`config.mk`:
```
export PLATFORM = sky130hd
export DESIGN_NAME = uart_reg_bridge
export DESIGN_NICKNAME = d
export VERILOG_FILES = /design/src/rtl/uart_reg_bridge.sv
export SDC_FILE = /design/constraint.sdc
export NUM_CORES = 1
export LEC_CHECK = 0
export ABC_AREA = 0
export ABC_CLOCK_PERIOD_IN_PS = 2400
export BUFFER_PORTS_ARGS = -buffer_cell sky130_fd_sc_hd__buf_2
export CAP_MARGIN = 20
export CORE_MARGIN = 3
export CORE_UTILIZATION = 53
export DETAILED_ROUTE_END_ITERATION = 8
export GPL_TIMING_DRIVEN = 0
export HOLD_SLACK_MARGIN = 0.06
export PLACE_DENSITY_LB_ADDON = 0.15
export RECOVER_POWER = 50
export SLEW_MARGIN = 15
export SYNTH_ARGS = -nofsm -noshare
export SYNTH_HDL_FRONTEND = slang
export SYNTH_SLANG_ARGS = --single-unit
```
`constraint.sdc`:
```
create_clock -name clock -period 2.4 [get_ports clock]
set_input_delay 0.12 -clock clock [delete_from_list [all_inputs] [get_ports clock]]
set_output_delay 0.12 -clock clock [all_outputs]
set_load 0.01 [all_outputs]
```
`src/rtl/uart_reg_bridge.sv`:
```
// Byte-level command responder: decodes UART read/write commands for a 128 x 8 register
// space, drives a simple register bus and returns one response byte per command.
module uart_reg_bridge #(
    parameter int unsigned TIMEOUT_CYCLES = 50000
) (
    input  logic       clock,
    input  logic       srst_n,
    input  logic [7:0] rx_value,
    input  logic       rx_value_ready,
    output logic [7:0] tx_value,
    output logic       tx_value_write,
    input  logic       tx_value_done,
    output logic [6:0] reg_addr,
    output logic [7:0] reg_wdata,
    output logic       reg_write,
    output logic       reg_read,
    input  logic [7:0] reg_rdata,
    output logic       busy,
    output logic       err_timeout,
    output logic       err_overrun
);

    localparam int unsigned CntW = $clog2(TIMEOUT_CYCLES + 1);
    localparam logic [CntW-1:0] CntLast = CntW'(TIMEOUT_CYCLES - 1);

    typedef enum logic [2:0] {
        StIdle,
        StGetData,
        StBusWr,
        StBusRd,
        StRdCap,
        StSend,
        StWaitDone
    } state_e;

    state_e          state_q, state_d;
    logic [CntW-1:0] cnt_q, cnt_d;
    logic [6:0]      addr_q, addr_d;
    logic [7:0]      wdata_q, wdata_d;
    logic [7:0]      resp_q, resp_d;
    logic            timeout_d;
    logic            overrun_d;

    always_comb begin
        state_d   = state_q;
        cnt_d     = cnt_q;
        addr_d    = addr_q;
        wdata_d   = wdata_q;
        resp_d    = resp_q;
        timeout_d = 1'b0;
        unique case (state_q)
            StIdle: begin
                cnt_d = '0;
                if (rx_value_ready) begin
                    addr_d  = rx_value[6:0];
                    state_d = rx_value[7] ? StGetData : StBusRd;
                end
            end
            StGetData: begin
                cnt_d = cnt_q + CntW'(1);
                // A byte arriving in the final waiting cycle takes priority over the timeout.
                if (rx_value_ready) begin
                    wdata_d = rx_value;
                    state_d = StBusWr;
                end else if (cnt_q == CntLast) begin
                    timeout_d = 1'b1;
                    state_d   = StIdle;
                end
            end
            StBusWr: begin
                resp_d  = wdata_q;
                state_d = StSend;
            end
            StBusRd: state_d = StRdCap;
            StRdCap: begin
                resp_d  = reg_rdata;
                state_d = StSend;
            end
            StSend: state_d = StWaitDone;
            StWaitDone: begin
                if (tx_value_done) begin
                    state_d = StIdle;
                end
            end
            default: state_d = StIdle;
        endcase
        overrun_d = rx_value_ready && (state_q != StIdle) && (state_q != StGetData);
    end

    // Strobes are decoded from the next state so every output leaves a flop.
    always_ff @(posedge clock) begin
        if (!srst_n) begin
            state_q        <= StIdle;
            cnt_q          <= '0;
            addr_q         <= '0;
            wdata_q        <= '0;
            resp_q         <= '0;
            reg_write      <= 1'b0;
            reg_read       <= 1'b0;
            tx_value_write <= 1'b0;
            busy           <= 1'b0;
            err_timeout    <= 1'b0;
            err_overrun    <= 1'b0;
        end else begin
            state_q        <= state_d;
            cnt_q          <= cnt_d;
            addr_q         <= addr_d;
            wdata_q        <= wdata_d;
            resp_q         <= resp_d;
            reg_write      <= (state_d == StBusWr);
            reg_read       <= (state_d == StBusRd);
            tx_value_write <= (state_d == StSend);
            busy           <= (state_d != StIdle);
            err_timeout    <= timeout_d;
            err_overrun    <= overrun_d;
        end
    end

    assign reg_addr  = addr_q;
    assign reg_wdata = wdata_q;
    assign tx_value  = resp_q;

endmodule

```
==> impl_results.md <==
- First-iteration detailed-routing DRC count: 232
- Hold Path Class: input port to flip-flop
- Largest net degree at the start of global routing: 15
- Final Setup Violations: 0
- Max-cap violations: 0
- Worst Path Arrival: 2200 ps
- Crit Path Max Fanout: 10
- Period utilization: 0.836
- H-tree lvl count: 2
- Static Leakage: 0.863 nW
- Worst setup SP type: flip-flop
- Hold Crit Start: rx_value[1]
- Detailed Route WL: 5020 microns
- Fin crit period: 2010 ps
- Register Area: 961 sq um
- Core area: 0.00374 sq mm
- Critical Path End Type: flip-flop
- Syn nets: around 270
- Final RePlAce weighted congestion: 0.873
- Cell taking the most area after synthesis: dfxtp_1
- Number of global-route vias before repair: 1,709
- Power Total: 1.72 mW
- Number of vias per cell: 5.67
- Number of clock sinks: 48
- Clock network power share: 0.328
- Status: complete, no violations
- Slew margin rel.: 0.559
- Max Clock Skew: roughly 7 ps
- Worst R2R Start: state_q[1]
- Final nets: 322
- Layout cells sized above 1: 0.123
- TritonCTS buffer count: 5
- Hold slack: 76.3 ps
- Worst slew pin tran: 659 ps
- Synthesized instance count: roughly 250
- CP required: 2590 ps
- Hold_buf cts: 1
- Rows: 22
- Net Sw Frac: 0.270
- Mapped Area: roughly 0.0021 sq mm
- Yosys reg bits: 48
- Starting Density: 0.565
- I/O pins: 49
- Total of warnings raised by yosys: 0
- Bufs on Longest Clock Path: 2
- # DRC: 0
- Top-area cell type share of the netlist area: 0.454
- Worst setup margin: 394 ps
- Pre-CTS WS: 480 ps
- CP Launch Point: state_q[1]
- Root Buffer: clkbuf_8
- Seq pwr share: 0.503
- Final HPWL DP: around 3600 microns
- First-pass GRT wire length: 8400 microns
- TritonCTS clock tree: done
- Ys flop type: dfxtp_1
- Postcts setup bufs: 0
- Most instantiated library cell after synthesis: dfxtp_1
- Vias: 1,986
- CTS clock-pin slew for the worst setup and hold paths: 80 ps
- Worst IR drop on VDD: 0.821 mV
- Footprint of the multi-input gates: 0.00106 sq mm
- Synth-to-Final Area Change: 17.7%
- Clk_lat worst skew: about 300 ps
- PD cells: 692 mW/mm^2
- Sw power: about 0.47 mW
- Comb pwr share: 0.168
- Int Pwr: around 1.3 mW
- DIE WIDTH: 69.2 microns
- Final Hold Viols: 0
- Total track usage: 0.214
- Ys async rst share: 0
- Setup CP Type: flip-flop to flip-flop
- Initial antenna violation count: 0
- Fmax: 498 MHz
- # port buffers: 47
- Fin. max-slew vios: 0
- Wirelength per Cell: about 14 microns
- Gr ovfl total: 0
- Library cells used by synthesis: 47
- Final ANT Viol Nets: 0
- Antenna diodes: 0
- Total Die Area: approximately 0.0048 sq mm
- Seq/Total Area, Yosys: 0.454
- RSZ-0062 raised after global routing: false
- Synth top cells by count: dfxtp_1, nor2_1, nand2_1, a21oi_1, mux2i_1
- Syn avg cell area: ~8.6 sq um
- PostCTS Resize Cnt: 0
- Number of synthesized flops with an enable pin: 0
- Top cells by area, synth: dfxtp_1, mux2i_1, nor2_1
- Setup TNS after final layout: 0 ps
- Filler cells: 327
- Die Y: 69.2 microns
- 1st-pass router iterations: 4
==> layer usage <==
layer / share of wire / track usage / vias to the layer above
met5: 0 / 0 / -
met4: 0.010 / 0.0629 / 0
met3: 0.075 / 0.0507 / 4
met2: 0.43 / 0.294 / 77
met1: 0.49 / 0.327 / 917
li1: - / - / 988
==> placed cells by master, fill, tap and decap left out, drive strengths merged, types with 2 or more instances in the layout <==
| cell | Yosys | routed |
|---|---|---|
| buf | 6 | 23 |
| nand3 | 7 | 7 |
| mux2i | 16 | 16 |
| nor3b | 3 | 3 |
| a31oi | 3 | 3 |
| inv | 5 | 5 |
| nand4 | 5 | 5 |
| or4 | 2 | 2 |
| nand2 | 27 | 27 |
| nor4 | 5 | 5 |
| o21a | 3 | 3 |
| o21ai | 8 | 8 |
| or3 | 4 | 4 |
| xnor2 | 2 | 2 |
| or2 | 2 | 2 |
| nor3 | 6 | 6 |
| a21boi | 3 | 3 |
| a21oi | 17 | 17 |
| clkbuf | 11 | 47 |
| and3 | 2 | 2 |
| nor2 | 31 | 31 |
| o211ai | 2 | 2 |
| dfxtp | 48 | 48 |
| a211oi | 9 | 9 |
==> critical path, stage by stage, from the launching register on <==
cell,delay (ps)
dfxtp_1,320
clkbuf_1,210
nor2_1,560
nand4_1,220
nor3_1,240
mux2_2,350
==> state kept, by name, indices dropped and copies added (netlist names) <==
register / flops
state_q: 3
reg_addr: 7
reg_read: 1
busy: 1
reg_write: 1
err_overrun: 1
reg_wdata: 8
tx_value: 8
tx_value_write: 1
cnt_q: 16
err_timeout: 1
==> stage by stage <==
step,utilization,area [sq um],cells
5_1_grt,0.665,2490,350
6_report,0.665,2490,350
3_3_place_gp,0.644,2410,341
3_5_place_dp,0.644,2410,341
2_1_floorplan,-,2120,246
4_1_cts,0.675,2530,350
==> area by class of cell <==
| type | instances | share of cell area |
|---|---|---|
| flip-flops and latches | 48 | 0.386 |
| multi-input cells | 176 | 0.427 |
| clock inverters | 2 | 0.0141 |
| inverters | 5 | 0.00754 |
| clock buffers | 6 | 0.0291 |
| well taps | 48 | 0.0241 |
| repair buffers | 48 | 0.0839 |
| plain buffers | 17 | 0.0281 |
==> power groups by stage <==
stage | clock, mW | sequential (mW) | combinational, mW
finish | 0.566 | 0.867 | 0.290
global route | 0.611 | 0.874 | 0.324
CTS | 0.577 | 0.866 | 0.301
detailed placement | 0 | 0.885 | 0.298
global placement | 0 | 0.883 | 0.295
floorplan | 0 | 0.903 | 0.174
==> cell families (layout without fill, tap and decap cells) <==
kind of cell               Yosys count  count (layout)  synth area share
adders and majority gates            1               1           0.00591
AOI/OAI and AO/OA                   54              54             0.166
muxes                               17              17            0.0810
and+or+nand+nor                    102             102             0.242
buffers and inverters               22              78            0.0432
xor gates and xnor gates             2               2           0.00828
DFF                                 48              48             0.454
==> final timing paths <==
| kind | endpoint | slack, ps | cells after the start |
|---|---|---|---|
| setup / recovery | cnt_q[15] | 390 | 5 |
| hold / removal | reg_addr[1] | 80 | 3 |
| setup reg to reg | cnt_q[15] | 390 | 5 |
| hold reg to reg | reg_addr[1] | 460 | 2 |
(Power assumes the default switching activity.)
